### config.mk
export PLATFORM = sky130hd
export DESIGN_NAME = rob_wb_arbiter_flat
export DESIGN_NICKNAME = d
export VERILOG_FILES = /design/src/rtl/rob_wb_arbiter_if.sv /design/src/rtl/rob_wb_arbiter.sv /design/src/flat_wrapper.sv
export SDC_FILE = /design/constraint.sdc
export NUM_CORES = 1
export LEC_CHECK = 0
export CAP_MARGIN = 15
export CORE_ASPECT_RATIO = 1.2
export CORE_MARGIN = 4
export CORE_UTILIZATION = 30
export DETAILED_ROUTE_END_ITERATION = 7
export GPL_TIMING_DRIVEN = 0
export PLACE_DENSITY = 0.46
export SYNTH_ARGS = -nofsm -noshare
export SYNTH_HDL_FRONTEND = slang
export SYNTH_SLANG_ARGS = --single-unit
### constraint.sdc
create_clock -name clk -period 35.1 [get_ports clk]
set_clock_uncertainty 0.05 [all_clocks]
set_input_delay 5.265 -clock clk [delete_from_list [all_inputs] [get_ports clk]]
set_output_delay 5.265 -clock clk [all_outputs]
set_load 0.02 [all_outputs]
### src/rtl/rob_wb_arbiter_if.sv
// Completion/writeback bundle between the functional units, the ROB and the
// writeback arbiter. The arbiter sits on the slave side.
interface rob_wb_arbiter_if #(
    parameter int NUM_FU    = 6,
    parameter int WB_WIDTH  = 4,
    parameter int DEPTH     = 64,
    parameter int PHYS_REGS = 128
);
    localparam int IDX_W = $clog2(DEPTH);
    localparam int PRF_W = $clog2(PHYS_REGS);

    logic [NUM_FU-1:0]               fu_valid_i;
    logic [NUM_FU-1:0][IDX_W-1:0]    fu_rob_idx_i;
    logic [NUM_FU-1:0][PRF_W-1:0]    fu_dest_prf_i;
    logic [NUM_FU-1:0]               fu_exception_i;
    logic [NUM_FU-1:0]               fu_mispred_i;
    logic [NUM_FU-1:0]               fu_ready_o;
    logic                            flush_i;
    logic [WB_WIDTH-1:0]             wb_valid_o;
    logic [WB_WIDTH-1:0][IDX_W-1:0]  wb_rob_idx_o;
    logic [WB_WIDTH-1:0][PRF_W-1:0]  wb_dest_prf_o;
    logic [WB_WIDTH-1:0]             wb_exception_o;
    logic [WB_WIDTH-1:0]             wb_mispred_o;

    modport master (
        output fu_valid_i, fu_rob_idx_i, fu_dest_prf_i, fu_exception_i, fu_mispred_i, flush_i,
        input  fu_ready_o, wb_valid_o, wb_rob_idx_o, wb_dest_prf_o, wb_exception_o, wb_mispred_o
    );

    modport slave (
        input  fu_valid_i, fu_rob_idx_i, fu_dest_prf_i, fu_exception_i, fu_mispred_i, flush_i,
        output fu_ready_o, wb_valid_o, wb_rob_idx_o, wb_dest_prf_o, wb_exception_o, wb_mispred_o
    );
endinterface

### src/rtl/rob_wb_arbiter.sv
// Writeback arbiter: one holding buffer per FU, round-robin packing of the
// buffered results onto the ROB writeback slots, flush drops everything.

// One-entry holding buffer for a single FU lane.
module rob_wb_hold #(
    parameter int W = 8
) (
    input  logic         clk,
    input  logic         reset,
    input  logic         flush,
    input  logic         load,
    input  logic         clear,
    input  logic [W-1:0] din,
    output logic         valid,
    output logic [W-1:0] dout
);
    // Occupancy: a reload wins over the clear caused by this cycle's grant.
    always_ff @(posedge clk) begin
        if (reset || flush) valid <= 1'b0;
        else if (load)      valid <= 1'b1;
        else if (clear)     valid <= 1'b0;
    end

    // Payload only matters while valid, so it is not reset.
    always_ff @(posedge clk) begin
        if (load) dout <= din;
    end
endmodule

module rob_wb_arbiter #(
    parameter int NUM_FU    = 6,
    parameter int WB_WIDTH  = 4,
    parameter int DEPTH     = 64,
    parameter int PHYS_REGS = 128
) (
    input  logic          clk,
    input  logic          reset,
    rob_wb_arbiter_if.slave bus
);
    localparam int IDX_W  = $clog2(DEPTH);
    localparam int PRF_W  = $clog2(PHYS_REGS);
    localparam int PTR_W  = $clog2(NUM_FU);
    localparam int OFF_W  = PTR_W + 1;
    localparam int RANK_W = $clog2(NUM_FU + 1);

    typedef struct packed {
        logic [IDX_W-1:0] rob_idx;
        logic [PRF_W-1:0] dest_prf;
        logic             exception;
        logic             mispred;
    } wb_pay_t;
    localparam int PAY_W = $bits(wb_pay_t);

    wb_pay_t [NUM_FU-1:0]   fu_pay, buf_pay;
    logic    [NUM_FU-1:0]   buf_valid, granted, accept, ready;
    logic    [PTR_W-1:0]    rr_ptr, rr_nxt, last_idx;
    logic    [OFF_W-1:0]    off [NUM_FU];
    logic    [OFF_W-1:0]    best_off;
    logic    [RANK_W-1:0]   rank [NUM_FU];
    wb_pay_t [WB_WIDTH-1:0] slot;
    logic    [WB_WIDTH-1:0] slot_vld;
    logic                   blank;

    logic [WB_WIDTH-1:0]             wb_valid, wb_exc, wb_mis;
    logic [WB_WIDTH-1:0][IDX_W-1:0]  wb_idx;
    logic [WB_WIDTH-1:0][PRF_W-1:0]  wb_prf;

    // Ready depends only on registered state, never on fu_valid_i.
    assign ready          = reset ? '1 : (~buf_valid | granted);
    assign bus.fu_ready_o = ready;

    for (genvar i = 0; i < NUM_FU; i++) begin : g_lane
        assign fu_pay[i] = '{rob_idx:   bus.fu_rob_idx_i[i],
                             dest_prf:  bus.fu_dest_prf_i[i],
                             exception: bus.fu_exception_i[i],
                             mispred:   bus.fu_mispred_i[i]};
        assign accept[i] = bus.fu_valid_i[i] & ready[i] & ~bus.flush_i;

        rob_wb_hold #(.W(PAY_W)) u_hold (
            .clk   (clk),
            .reset (reset),
            .flush (bus.flush_i),
            .load  (accept[i]),
            .clear (granted[i]),
            .din   (fu_pay[i]),
            .valid (buf_valid[i]),
            .dout  (buf_pay[i])
        );
    end

    // Grant: each FU's distance from rr_ptr orders the scan; its rank is the
    // number of valid buffers ahead of it, and rank < WB_WIDTH wins a slot.
    always_comb begin
        granted  = '0;
        best_off = '0;
        last_idx = rr_ptr;
        for (int i = 0; i < NUM_FU; i++) begin
            if (OFF_W'(i) >= {1'b0, rr_ptr}) off[i] = OFF_W'(i) - {1'b0, rr_ptr};
            else                             off[i] = OFF_W'(i) + OFF_W'(NUM_FU) - {1'b0, rr_ptr};
        end
        for (int i = 0; i < NUM_FU; i++) begin
            rank[i] = '0;
            for (int j = 0; j < NUM_FU; j++)
                if (j != i && buf_valid[j] && off[j] < off[i]) rank[i] = rank[i] + RANK_W'(1);
            granted[i] = buf_valid[i] && (rank[i] < RANK_W'(WB_WIDTH));
        end
        // Last granted FU is the one farthest from rr_ptr in scan order.
        for (int i = 0; i < NUM_FU; i++) begin
            if (granted[i] && off[i] >= best_off) begin
                best_off = off[i];
                last_idx = PTR_W'(i);
            end
        end
        rr_nxt = (last_idx == PTR_W'(NUM_FU - 1)) ? '0 : last_idx + PTR_W'(1);
    end

    // Round-robin pointer resumes just past the last FU served.
    always_ff @(posedge clk) begin
        if (reset)                              rr_ptr <= '0;
        else if (!bus.flush_i && (|granted))    rr_ptr <= rr_nxt;
    end

    // Slot k carries the granted FU of rank k; unused slots stay zero.
    always_comb begin
        slot     = '0;
        slot_vld = '0;
        blank    = reset | bus.flush_i;
        for (int k = 0; k < WB_WIDTH; k++) begin
            for (int i = 0; i < NUM_FU; i++) begin
                if (granted[i] && rank[i] == RANK_W'(k)) begin
                    slot_vld[k] = 1'b1;
                    slot[k]     = buf_pay[i];
                end
            end
        end
        for (int k = 0; k < WB_WIDTH; k++) begin
            wb_valid[k] = slot_vld[k] & ~blank;
            wb_idx[k]   = blank ? '0 : slot[k].rob_idx;
            wb_prf[k]   = blank ? '0 : slot[k].dest_prf;
            wb_exc[k]   = slot[k].exception & ~blank;
            wb_mis[k]   = slot[k].mispred & ~blank;
        end
    end

    assign bus.wb_valid_o     = wb_valid;
    assign bus.wb_rob_idx_o   = wb_idx;
    assign bus.wb_dest_prf_o  = wb_prf;
    assign bus.wb_exception_o = wb_exc;
    assign bus.wb_mispred_o   = wb_mis;
endmodule

### src/flat_wrapper.sv
// flat-port wrapper written by rule: the top's interface ports become plain ports
module rob_wb_arbiter_flat 
#(
    parameter int NUM_FU    = 6,
    parameter int WB_WIDTH  = 4,
    parameter int DEPTH     = 64,
    parameter int PHYS_REGS = 128
)
  (clk, reset, bus_fu_valid_i, bus_fu_rob_idx_i, bus_fu_dest_prf_i, bus_fu_exception_i, bus_fu_mispred_i, bus_flush_i, bus_fu_ready_o, bus_wb_valid_o, bus_wb_rob_idx_o, bus_wb_dest_prf_o, bus_wb_exception_o, bus_wb_mispred_o);
  rob_wb_arbiter_if #(.NUM_FU(NUM_FU), .WB_WIDTH(WB_WIDTH), .DEPTH(DEPTH), .PHYS_REGS(PHYS_REGS)) bus_i ();
  input  logic clk;
  input  logic reset;
  input wire logic [$bits(bus_i.fu_valid_i)-1:0] bus_fu_valid_i;
  input wire logic [$bits(bus_i.fu_rob_idx_i)-1:0] bus_fu_rob_idx_i;
  input wire logic [$bits(bus_i.fu_dest_prf_i)-1:0] bus_fu_dest_prf_i;
  input wire logic [$bits(bus_i.fu_exception_i)-1:0] bus_fu_exception_i;
  input wire logic [$bits(bus_i.fu_mispred_i)-1:0] bus_fu_mispred_i;
  input wire logic [$bits(bus_i.flush_i)-1:0] bus_flush_i;
  output wire logic [$bits(bus_i.fu_ready_o)-1:0] bus_fu_ready_o;
  output wire logic [$bits(bus_i.wb_valid_o)-1:0] bus_wb_valid_o;
  output wire logic [$bits(bus_i.wb_rob_idx_o)-1:0] bus_wb_rob_idx_o;
  output wire logic [$bits(bus_i.wb_dest_prf_o)-1:0] bus_wb_dest_prf_o;
  output wire logic [$bits(bus_i.wb_exception_o)-1:0] bus_wb_exception_o;
  output wire logic [$bits(bus_i.wb_mispred_o)-1:0] bus_wb_mispred_o;
  assign bus_i.fu_valid_i = bus_fu_valid_i;
  assign bus_i.fu_rob_idx_i = bus_fu_rob_idx_i;
  assign bus_i.fu_dest_prf_i = bus_fu_dest_prf_i;
  assign bus_i.fu_exception_i = bus_fu_exception_i;
  assign bus_i.fu_mispred_i = bus_fu_mispred_i;
  assign bus_i.flush_i = bus_flush_i;
  assign bus_fu_ready_o = bus_i.fu_ready_o;
  assign bus_wb_valid_o = bus_i.wb_valid_o;
  assign bus_wb_rob_idx_o = bus_i.wb_rob_idx_o;
  assign bus_wb_dest_prf_o = bus_i.wb_dest_prf_o;
  assign bus_wb_exception_o = bus_i.wb_exception_o;
  assign bus_wb_mispred_o = bus_i.wb_mispred_o;
  rob_wb_arbiter #(.NUM_FU(NUM_FU), .WB_WIDTH(WB_WIDTH), .DEPTH(DEPTH), .PHYS_REGS(PHYS_REGS)) u_core (.clk(clk), .reset(reset), .bus(bus_i));
endmodule
Word-level counts from Yosys, hierarchy flattened
Cells that the tools add are included.

Memories: 0. Memory bits (read-only): 0. Bits of input ports: 99. Bits in latches: 0. Flip-flop bits (word level): 99. Output and inout port bits: 70. RAM bits: 0.

Multiplexer cells: 117. Equal/unequal tests: 19. Multipliers: 0. Div/mod/pow operators: 0. Shift-type cells: 0. Reductions and logical operators: 82. $lt $le $gt $ge: 48. Add/subtract/negate cells: 37. Bitwise gates (word level): 29.

Operators by type and width (count): $mux W15 (24); $lt A4 B4 Y1 (30); $mux W3 (31); $logic_and A1 B1 Y1 (67); $add A3 B1 Y3 const B (19); $mux W4 (11); $mux W1 (42); $eq A3 B2 Y1 const B (12); $mux W6 (5); $mux W7 (4); $and A1 B1 Y1 (24); $ge A4 B4 Y1 (5); $eq A3 B1 Y1 const B (6); $logic_not A3 Y1 (6); $lt A3 B3 Y1 const B (6); $sub A3 B3 Y4 const A (4); $sub A4 B3 Y4 const A (4); $add A1 B1 Y2 const B (6); $reduce_bool A2 Y1 (6); $sub A1 B3 Y4 const A (2); $sub A2 B3 Y4 const A (2); $ge A1 B3 Y1 const A (2); $ge A2 B3 Y1 const A (2); $ge A3 B3 Y1 const A (2); 9 further kinds (10).

Depth between registers and ports, before layout
Gate-level depths: netlist of the first run.

Depth in word-level cells: 34. Gate-level depth with buffers: 68.

Cells and area by module
Synthesis of the first run repeated with hierarchy kept, for this count alone.

Cells, all modules: 1292. Area total of the unflattened synthesis: 10298.6 µm².

By module, submodules not included: rob_wb_arbiter (instances 1, area each 7325.8 µm², sequential area each 60.1 µm², cells an instance 1178); rob_wb_hold (instances 6, area each 495.5 µm², sequential area each 470.5 µm², cells an instance 19).

Worst setup path after synthesis of the first run
Ideal clock, no wire load.

Path type: in2out. From: in bus_flush_i. To: out bus_wb_valid_o[1]. Stages on the path: 4. Arrival: 6277 ps. Path buffers: 2. Path slack: 23508 ps. Cell sequence: or2_2 > buf_1 > clkbuf_1 > a31oi_1.

Longest elaborated chain between the ends: 3.

RTL lines: from (decl) (RTL line flat_wrapper.sv:18) `input wire logic [$bits(bus_i.flush_i)-1:0] bus_flush_i;`; $or A1 B1 Y1 (RTL line rob_wb_arbiter.sv:127) `blank = reset | bus.flush_i;`; $not A1 Y1 (RTL line rob_wb_arbiter.sv:137) `wb_valid[k] = slot_vld[k] & ~blank;`; $and A1 B1 Y1 (RTL line rob_wb_arbiter.sv:137); to (decl) (RTL line flat_wrapper.sv:20) `output wire logic [$bits(bus_i.wb_valid_o)-1:0] bus_wb_valid_o;`.

Every way passes these cells.

Worst setup path after layout of the first run
From: reg u_core.rr_ptr[1]. To: out bus_wb_dest_prf_o[22].

Longest elaborated chain between the ends: 23. Elaborated cells on any way between the ends: 169. Classes of those cells: 36 x add/sub; 42 x order compare; 6 x eq/ne; 43 x mux; 42 x reduce/logical.

RTL lines: from (decl) (RTL line rob_wb_arbiter.sv:56) `logic [PTR_W-1:0] rr_ptr, rr_nxt, last_idx;`; from (signal assigned) (RTL line rob_wb_arbiter.sv:120) `else if (!bus.flush_i && (|granted)) rr_ptr <= rr_nxt;`; $sub A3 B3 Y4, or another cell as far along (RTL line rob_wb_arbiter.sv:99) `else off[i] = OFF_W'(i) + OFF_W'(NUM_FU) - {1'b0, rr_ptr};`; $mux W4 (RTL line rob_wb_arbiter.sv:98) `if (OFF_W'(i) >= {1'b0, rr_ptr}) off[i] = OFF_W'(i) - {1'b0, rr_ptr};`; $lt A4 B4 Y1 (RTL line rob_wb_arbiter.sv:104) `if (j != i && buf_valid[j] && off[j] < off[i]) rank[i] = rank[i] + RANK_W'(1);`; $logic_and A1 B1 Y1 (RTL line rob_wb_arbiter.sv:104); $mux W1 (RTL line rob_wb_arbiter.sv:104); $add A1 B1 Y2 (RTL line rob_wb_arbiter.sv:104); $mux W3 (RTL line rob_wb_arbiter.sv:104); $add A3 B1 Y3 (RTL line rob_wb_arbiter.sv:104); [3 not listed]; $add A3 B1 Y3 (RTL line rob_wb_arbiter.sv:104); $mux W3 (RTL line rob_wb_arbiter.sv:104); $lt A3 B3 Y1 (RTL line rob_wb_arbiter.sv:105) `granted[i] = buf_valid[i] && (rank[i] < RANK_W'(WB_WIDTH));`; $logic_and A1 B1 Y1 (RTL line rob_wb_arbiter.sv:105); $logic_and A1 B1 Y1 (RTL line rob_wb_arbiter.sv:130) `if (granted[i] && rank[i] == RANK_W'(k)) begin`; $mux W15 (5 in a row) (RTL line rob_wb_arbiter.sv:130); $mux W15 * (RTL line rob_wb_arbiter.sv:130); $mux W7 * (RTL line rob_wb_arbiter.sv:139) `wb_prf[k] = blank ? '0 : slot[k].dest_prf;`; to (decl) (RTL line flat_wrapper.sv:22) `output wire logic [$bits(bus_i.wb_dest_prf_o)-1:0] bus_wb_dest_prf_o;`.

Every way passes the cells marked *; elsewhere a longest branch is shown, timed or not.

==> impl_metrics.py, run 1 <==
metrics = {
    "power_and_ir_drop": {
        "internal_power_uw": 268.5,
        "seq_power_share": 0.324,
        "total_leakage_power_uw": 0.004392,
        "ir_drop_uv": 18.23,
        "p_comb_frac": 0.450,
        "p_per_area_mw_per_mm2": 37.42,
        "p_sw_uw": 182.4,
        "swShare": 0.4046,
        "clkPwrFrac": 0.227,
    },
    "flow_run": {
        "maxCapViolCount": 0,
    },
    "timing": {
        "setup_viol": 0,
        "hold_viol_final": 0,
        "slew_viol_final": 0,
        "worst_pin_slew_ns": 1.191,
        "period_share": 0.4032,
        "max_freq_mhz": 70.67,
        "max-slew-margin-rel": 0.1979,
        "fin_crit_ns": 14.15,
        "fin_ws_ns": 20.95,
        "rsz0062_at_grt": "no",
        "tns_ns": 0,
        "hold_slack_ns": 0.6194,
    },
    "yosys": {
        "synth_common_cells": "nand2_1, a21oi_1, edfxtp_1",
        "synth_top_area_frac": 0.2840,
        "synthAdderAreaFrac": 0.1033,
        "synthCells": 1168,
        "synth_ff_type": "edfxtp_1",
        "synth_edf_count": 90,
        "yosysSeqAreaShare": 0.3029,
        "async_reset_ff_frac": 0,
        "syn_area_mm2": 0.009517,
        "yosysTopAreaCell": "edfxtp_1",
        "synth_most_common_cell": "nand2_1",
        "synth-xor-area-share": 0.03879,
        "synth_top_family_by_area": "compound AO/OA/AOI/OAI gates",
        "synth-compound-area-share": 0.2867,
        "yosysUniqueCellTypes": 72,
        "synth_warnings": 0,
        "synthTopCellsByArea": "edfxtp_1, ha_1, nand2_1, o211ai_1, a21oi_1",
        "synth_area_per_cell_um2": 8.148,
        "synth_mux_area_frac": 0.02827,
        "synth-simple-area-share": 0.1818,
        "synth-seq-cells": 99,
    },
    "placement": {
        "dp_cells": 1742,
        "dp_slack_ns": 21.43,
        "io_buffer_count": 168,
        "place.gp.congestion": 0.9005,
        "place_hpwl_mm": 33.74,
    },
    "grt": {
        "grt_pass1_wl_mm": 60.49,
        "gr-usage-all-layers": 0.2329,
        "overflow": 0,
        "grt_antenna_before_repair": 0,
        "first_global_vias": 10110,
        "grt_max_degree": 20,
    },
    "clock_tree": {
        "numCtsBuffers": 9,
        "cts_root_buf": "clkbuf_16",
        "cts_tree": "done",
        "cts_buffer_depth": 2,
        "cts_resized": 0,
        "postCtsHoldBufs": 0,
        "clk_latency_ns": 0.37,
        "post_cts_buffers": 0,
        "ctsHtreeMaxLevel": 3,
        "clock-sinks": 99,
        "cts.reportedPaths.clkPinSlew_ns": 0.08,
    },
    "setup_path": {
        "critPathMaxStageDelay_ns": 0.66,
        "cp_data_required_time_ns": 29.78,
        "crit_top_cell": "ha_1",
        "cpMaxStageDelayCell": "clkdlybuf4s50_1",
        "cp_max_fo": 12,
        "rr_worst_depth": 60,
        "critical_path_class": "reg -> out",
        "critPathLaunchType": "register",
        "arrival_ns": 8.84,
        "endpoint_kind": "primary output",
    },
    "final_layout": {
        "fin_cells": 1758,
        "final_nets": 1527,
        "multi_input_area_mm2": 0.006111,
        "final_layout_size_suffix_gt1_frac": 0.05822,
        "n_antenna_cell": 0,
        "regArea_mm2": 0.002883,
        "fill_cells": 3324,
        "area_delta_synth_final_pct": 26.61,
    },
    "die": {
        "rows": 71,
        "dieArea_mm2": 0.03465,
        "initial_core_util": 0.3035,
        "die_y_um": 203.1,
        "ios": 169,
        "die_w_um": 170.6,
        "core_area_mm2": 0.03136,
    },
    "routing": {
        "drc_errors": 0,
        "wl_per_cell_um": 23.22,
        "avgViaCountPerCell": 5.567,
        "wl_mm": 40.83,
        "drtPass1Iterations": 5,
        "ant_nets": 0,
        "drt-initial-drc-count": 774,
        "via_count": 9786,
    },
    "worst_hold_path": {
        "hold_path_class": "reg -> reg",
        "holdPathStages": 3,
    },
    "status": {
        "outcome": "complete, no violations",
    },
}
-- final cells by class --
type,count,area share
clock inverters,7,0.005607
clock buffers,9,0.01869
inverters,61,0.01900
well taps,401,0.04164
multi-input cells,935,0.5072
flip-flops and latches,99,0.2393
plain buffers,75,0.02627
repair buffers,171,0.1424
-- metal layers --
layer,wire length [um],up-vias,GRT usage
met3,1335,100,0.02454
met2,22400,347,0.4518
met4,2289,0,0.1244
li1,-,4697,-
met5,0,-,0
met1,14800,4642,0.2403
-- flip-flops by register name, indices dropped and copies added, names as in the netlist --
signal                      count
u_core.g_lane.u_hold.dout      90
u_core.g_lane.u_hold.valid      6
u_core.rr_ptr                   3
-- power groups by stage --
stage	clock network [uW]	registers [uW]	logic, uW
3_3_place_gp	0	149	199
2_1_floorplan	0	144	134
3_5_place_dp	0	149	201
5_1_grt	111	147	226
6_report	102	146	203
4_1_cts	106	146	202
-- cell families after synthesis --
| group | count (synthesis) |
|---|---|
| other | 2 |
| flip-flops | 99 |
| adder cells (fa/ha/maj) | 79 |
| AND/OR/NAND/NOR | 379 |
| buffers and inverters | 136 |
| multiplexers | 23 |
| XOR/XNOR | 39 |
| AO/OA/AOI/OAI | 411 |
-- critical path: cells and delay by family, from the launching register on --
family	cells	cell delay (ns)
buffers and inverters	6	1.73
flip-flops	1	0.63
AO/OA/AOI/OAI	10	2.26
XOR/XNOR	2	0.62
adder cells (fa/ha/maj)	6	1.52
AND/OR/NAND/NOR	8	1.66
-- stage by stage --
stage	util	instance area (um2)	power (uW)
after detailed placement	0.3749	11760	349.4
after global placement	0.3733	11710	347.7
after global routing	0.3842	12050	483.3
final	0.3842	12050	450.9
after CTS	0.3842	12050	453.8
after floorplan	-	9524	279.0
-- cells in the final DEF (no fill, tap or decap), types with 15 or more instances in the layout --
cell,n
nand2_1,203
inv_1,53
nor3_1,30
clkdlybuf4s50_1,168
a21o_1,18
nor2_1,48
nand2b_1,19
a221o_1,15
xnor2_1,24
a22oi_1,31
o211ai_1,76
ha_1,76
clkbuf_1,61
edfxtp_1,90
a21oi_1,104
o221ai_1,16
o21ai_0,76
nand3_1,17
a221oi_1,15
-- final timing paths --
path                                              startpoint                                          to  slack [ns]
setup / recovery               u_core.rr_ptr[1]$_SDFFE_PP0P_                       bus_wb_dest_prf_o[22]       20.95
hold / removal    u_core.g_lane[2].u_hold.valid$_SDFFE_PN0P_  u_core.g_lane[2].u_hold.valid$_SDFFE_PN0P_        0.62
setup reg to reg               u_core.rr_ptr[1]$_SDFFE_PP0P_               u_core.rr_ptr[2]$_SDFFE_PP0P_       21.61
hold reg to reg   u_core.g_lane[2].u_hold.valid$_SDFFE_PN0P_  u_core.g_lane[2].u_hold.valid$_SDFFE_PN0P_        0.62
Power figures use the tool's default switching activity.
==> run 2: changes to the inputs <==
--- a/config.mk
+++ b/config.mk
@@ -11,7 +11,7 @@
 export CORE_UTILIZATION = 30
 export DETAILED_ROUTE_END_ITERATION = 7
 export GPL_TIMING_DRIVEN = 0
-export PLACE_DENSITY = 0.46
+export PLACE_DENSITY = 0.48
 export SYNTH_ARGS = -nofsm -noshare
 export SYNTH_HDL_FRONTEND = slang
 export SYNTH_SLANG_ARGS = --single-unit
==> constraint.sdc (replaced) <==
create_clock -name clk -period 12.85 [get_ports clk]
set_clock_uncertainty 0.05 [all_clocks]
set_input_delay 1.9275 -clock clk [delete_from_list [all_inputs] [get_ports clk]]
set_output_delay 1.9275 -clock clk [all_outputs]
set_load 0.02 [all_outputs]
==> impl_metrics.py, run 2 (synthesized netlist as in run 1, its figures left out) <==
metrics = {
    "clock_tree": {
        "clock-sinks": 99,
        "postCtsHoldBufs": 0,
        "cts_buffer_depth": 2,
        "cts.reportedPaths.clkPinSlew_ns": 0.08,
        "clk_latency_ns": 0.37,
        "ctsHtreeMaxLevel": 3,
        "numCtsBuffers": 9,
        "cts_root_buf": "clkbuf_16",
        "cts_tree": "done",
    },
    "final_layout": {
        "n_antenna_cell": 0,
        "final_common_cell": "nand2_1",
        "largest_register": "u_core.g_lane.u_hold.dout",
        "area_delta_synth_final_pct": 27.87,
        "fin_area_mm2": 0.01217,
        "final_layout_size_suffix_gt1_frac": 0.07132,
        "multi_input_area_mm2": 0.006211,
        "layout_common_cells": "nand2_1, clkdlybuf4s50_1, a21oi_1",
        "regArea_mm2": 0.002889,
        "final_util": 0.3881,
        "final_nets": 1530,
        "reg_top3": "u_core.g_lane.u_hold.dout x90, u_core.g_lane.u_hold.valid x6, u_core.rr_ptr x3",
        "largest_register_ffs": 90,
        "fill_cells": 3315,
    },
    "routing": {
        "wl_mm": 39.91,
        "drtPass1Iterations": 5,
        "avgViaCountPerCell": 5.530,
        "via_count": 9738,
        "ant_nets": 0,
        "wl_per_cell_um": 22.66,
        "drt-initial-drc-count": 750,
        "drc_errors": 0,
    },
    "grt": {
        "grt_pass1_wl_mm": 59.08,
        "gr-usage-all-layers": 0.2260,
        "overflow": 0,
        "grt_max_degree": 18,
        "first_global_vias": 9916,
        "grt_antenna_before_repair": 0,
    },
    "die": {
        "core_area_mm2": 0.03136,
        "die_w_um": 170.6,
        "initial_core_util": 0.3035,
        "rows": 71,
        "ios": 169,
        "die_y_um": 203.1,
        "dieArea_mm2": 0.03465,
    },
    "power_and_ir_drop": {
        "total_leakage_power_uw": 0.004414,
        "ir_drop_uv": 51.08,
        "p_per_area_mw_per_mm2": 101.5,
        "total_power_uw": 1235,
    },
    "timing": {
        "fin_crit_ns": 12.06,
        "hold_slack_ns": 0.5150,
        "slew_viol_final": 0,
        "setup_viol": 0,
        "max_freq_mhz": 82.95,
        "worst_pin_slew_ns": 1.149,
        "max-slew-margin-rel": 0.2262,
        "hold_viol_final": 0,
        "period_share": 0.9382,
        "fin_ws_ns": 0.7944,
    },
    "setup_path": {
        "cpMaxStageDelayCell": "or4_4",
        "critPathMaxStageDelay_ns": 0.48,
        "endpoint_kind": "register",
        "rr_worst_depth": 65,
        "critPathLaunchType": "register",
        "arrival_ns": 12.27,
        "crit_top_cell": "ha_1",
        "cp_max_fo": 12,
        "cp_data_required_time_ns": 13.07,
        "critical_path_class": "reg -> reg",
    },
    "worst_hold_path": {
        "holdPathStages": 2,
        "hold_path_class": "reg -> reg",
    },
    "placement": {
        "placed_area_mm2": 0.01176,
        "dp_slack_ns": -0.3964,
        "place_hpwl_mm": 33.03,
        "io_buffer_count": 168,
        "place.gp.congestion": 0.9188,
    },
    "flow_run": {
        "maxCapViolCount": 0,
    },
    "status": {
        "outcome": "complete, no violations",
    },
}
run 2: cell count changes in the layout (fill, tap and decap cells not counted), sizes merged:
cell | previous run | this run
clkinv | 3 | 4
inv | 65 | 63
clkbuf | 70 | 71
buf | 17 | 20
run 2: per-stage QoR:
step / instances / setup TNS, ns
detailed placement: 1742 / -0.8955
global placement: 1739 / -0.4624
global route: 1761 / -0.09342
floorplan: 1170 / 0
CTS: 1758 / 0
finish: 1761 / 0
run 2: routing by layer:
metal  up-vias  global-route usage  routed length, um
met3        82             0.02571               1433
met2       307              0.4351              21890
met4         0              0.1036               1868
met5         -                   0                  0
li1       4701                   -                  -
met1      4648              0.2421              14710
run 2: timing repair:
item                                   in CTS  in global routing
pin swaps                                   0                  3
buffers inserted                            0                  3
setup endpoints to repair                   3                  3
endpoints found under the hold margin       0                  0
resized for setup                           5                 19
run 2: worst max-delay path: cells and delay by family (launching register included):
family,cells,cell delay (ns)
AOI/OAI and AO/OA,28,4.78
xor gates and xnor gates,2,0.41
DFF,1,0.44
buffers and inverters,6,0.79
adders and majority gates,11,2.84
and+or+nand+nor,18,2.56
run 2: path summary, 6_finish.rpt:
kind,start,end,slack (ns)
max,u_core.rr_ptr[1]$_SDFFE_PP0P_,u_core.rr_ptr[2]$_SDFFE_PP0P_,0.79
max reg2reg,u_core.rr_ptr[1]$_SDFFE_PP0P_,u_core.rr_ptr[2]$_SDFFE_PP0P_,0.79
min,u_core.rr_ptr[1]$_SDFFE_PP0P_,u_core.rr_ptr[1]$_SDFFE_PP0P_,0.51
min reg2reg,u_core.rr_ptr[1]$_SDFFE_PP0P_,u_core.rr_ptr[1]$_SDFFE_PP0P_,0.51
run 2: power breakdown:
| group | leakage [uW] | total [uW] | internal [uW] | switching [uW] |
|---|---|---|---|---|
| Sequential | 0.000920 | 399 | 374 | 25.7 |
| Clock | 0.000137 | 270 | 134 | 136 |
| Combinational | 0.00336 | 566 | 233 | 333 |
run 2: cell type report:
cell class	count	share of cell area
plain buffers	75	0.02601
clock buffers	10	0.01882
clock inverters	6	0.004113
inverters	61	0.01923
multi-input cells	935	0.5104
flip-flops and latches	99	0.2374
well taps	401	0.04123
repair buffers	174	0.1428
==> run 3: changes to the inputs <==
--- a/config.mk
+++ b/config.mk
@@ -8,10 +8,10 @@
 export CAP_MARGIN = 15
 export CORE_ASPECT_RATIO = 1.2
 export CORE_MARGIN = 4
-export CORE_UTILIZATION = 30
+export CORE_UTILIZATION = 49
 export DETAILED_ROUTE_END_ITERATION = 7
 export GPL_TIMING_DRIVEN = 0
-export PLACE_DENSITY = 0.48
+export PLACE_DENSITY = 0.74
 export SYNTH_ARGS = -nofsm -noshare
 export SYNTH_HDL_FRONTEND = slang
 export SYNTH_SLANG_ARGS = --single-unit
==> impl_metrics.py, run 3 (synthesized netlist as in run 1, its figures left out) <==
metrics = {
    "die": {
        "die_y_um": 160.7,
        "initial_core_util": 0.5011,
        "die_w_um": 135.2,
        "rows": 55,
        "dieArea_mm2": 0.02173,
        "core_area_mm2": 0.01899,
        "ios": 169,
    },
    "timing": {
        "fin_crit_ns": 12.19,
        "slew_viol_final": 0,
        "hold_slack_ns": 0.5066,
        "fin_ws_ns": 0.6564,
        "worst_pin_slew_ns": 1.211,
        "setup_viol": 0,
        "max-slew-margin-rel": 0.1843,
        "hold_viol_final": 0,
        "period_share": 0.9489,
        "max_freq_mhz": 82.01,
    },
    "grt": {
        "first_global_vias": 10200,
        "gr-usage-all-layers": 0.3433,
        "grt_antenna_before_repair": 0,
        "grt_max_degree": 20,
        "grt_pass1_wl_mm": 56.97,
        "overflow": 0,
    },
    "routing": {
        "wl_per_cell_um": 23.37,
        "avgViaCountPerCell": 6.287,
        "ant_nets": 0,
        "via_count": 10150,
        "drtPass1Iterations": 5,
        "wl_mm": 37.72,
        "drt-initial-drc-count": 809,
        "drc_errors": 0,
    },
    "setup_path": {
        "r2r_setup_slack_ns": 0.66,
        "cp_max_fo": 12,
        "cpMaxStageDelayCell": "ha_1",
        "cp_data_required_time_ns": 13.06,
        "crit_top_cell": "ha_1",
        "critPathMaxStageDelay_ns": 0.58,
        "endpoint_kind": "register",
        "arrival_ns": 12.41,
        "critical_path_class": "reg -> reg",
        "critPathLaunchType": "register",
    },
    "power_and_ir_drop": {
        "ir_drop_uv": 64.40,
        "total_leakage_power_uw": 0.004411,
        "p_per_area_mw_per_mm2": 103.9,
    },
    "final_layout": {
        "largest_register": "u_core.g_lane.u_hold.dout",
        "final_layout_size_suffix_gt1_frac": 0.07511,
        "final_util": 0.6327,
        "final_common_cell": "nand2_1",
        "reg_top3": "u_core.g_lane.u_hold.dout x90, u_core.g_lane.u_hold.valid x6, u_core.rr_ptr x3",
        "area_delta_synth_final_pct": 26.28,
        "final_nets": 1528,
        "n_antenna_cell": 0,
        "largest_register_ffs": 90,
        "layout_common_cells": "nand2_1, clkdlybuf4s50_1, a21oi_1",
    },
    "clock_tree": {
        "clk_latency_ns": 0.37,
        "postCtsHoldBufs": 0,
        "cts_tree": "done",
        "cts_root_buf": "clkbuf_16",
        "cts_buffer_depth": 2,
        "ctsHtreeMaxLevel": 3,
        "cts.reportedPaths.clkPinSlew_ns": 0.08,
        "numCtsBuffers": 9,
        "clock-sinks": 99,
    },
    "flow_run": {
        "maxCapViolCount": 0,
    },
    "placement": {
        "dp_slack_ns": -0.4164,
        "place.gp.congestion": 0.9700,
        "io_buffer_count": 168,
        "place_hpwl_mm": 30.55,
    },
    "status": {
        "outcome": "complete, no violations",
    },
    "worst_hold_path": {
        "hold_path_class": "reg -> reg",
    },
}
## run 3: worst paths after layout
path | cells after the start | startpoint | to
worst min register to register | 2 | u_core.rr_ptr[1]$_SDFFE_PP0P_ | u_core.rr_ptr[1]$_SDFFE_PP0P_
worst max-delay path | 62 | u_core.rr_ptr[1]$_SDFFE_PP0P_ | u_core.rr_ptr[2]$_SDFFE_PP0P_
worst min-delay path | 2 | u_core.rr_ptr[1]$_SDFFE_PP0P_ | u_core.rr_ptr[1]$_SDFFE_PP0P_
worst max register to register | 62 | u_core.rr_ptr[1]$_SDFFE_PP0P_ | u_core.rr_ptr[2]$_SDFFE_PP0P_
## run 3: worst max-delay path: cells and delay by family (launching register included)
| family | cells | cell delay [ns] |
|---|---|---|
| flops | 1 | 0.40 |
| fa+ha+maj | 10 | 3.01 |
| simple gates | 17 | 2.62 |
| compound gates | 28 | 4.79 |
| buf+inv | 5 | 0.76 |
| xor+xnor | 1 | 0.20 |
| mux | 1 | 0.21 |
## run 3: per-layer routing
layer | vias to the layer above | GRT usage | wire length [um]
met5 | - | 0 | 0
met4 | 0 | 0.2621 | 3434
met3 | 194 | 0.04480 | 1979
met2 | 500 | 0.6209 | 19340
met1 | 4751 | 0.3536 | 12970
li1 | 4702 | - | -
## run 3: power by group
| group | leakage [uW] | switching [uW] | internal (uW) |
|---|---|---|---|
| clock network | 0.000145 | 138 | 137 |
| logic | 0.00335 | 341 | 234 |
| registers | 0.000920 | 24.8 | 374 |
| total | 0.00441 | 504 | 745 |
## run 3: layout make-up
type | count | area [um2]
Multi-Input combinational cell | 935 | 6242
Fill cell | 1740 | 6975
Timing Repair Buffer | 172 | 1719
Tap cell | 256 | 320.3
Clock buffer | 9 | 225.2
Inverter | 61 | 236.5
Clock inverter | 7 | 68.82
Buffer | 75 | 316.6
Sequential cell | 99 | 2889
## run 3: through the flow
stage	TNS, ns	cells	power, uW	area (um2)
2_1_floorplan	0	1170	762.0	9524
3_3_place_gp	-0.4548	1594	935.0	11530
3_5_place_dp	-0.9862	1597	944.8	11570
4_1_cts	0	1613	1221	11890
5_1_grt	-0.01986	1614	1318	12020
6_report	0	1614	1248	12020
## run 3: repair_timing
action                                  4_1_cts  5_1_grt
endpoints found under the hold margin         0        0
buffers inserted                              0        1
endpoints found under the setup margin        3        3
resized for setup                             6       28
pin swaps                                     0        3
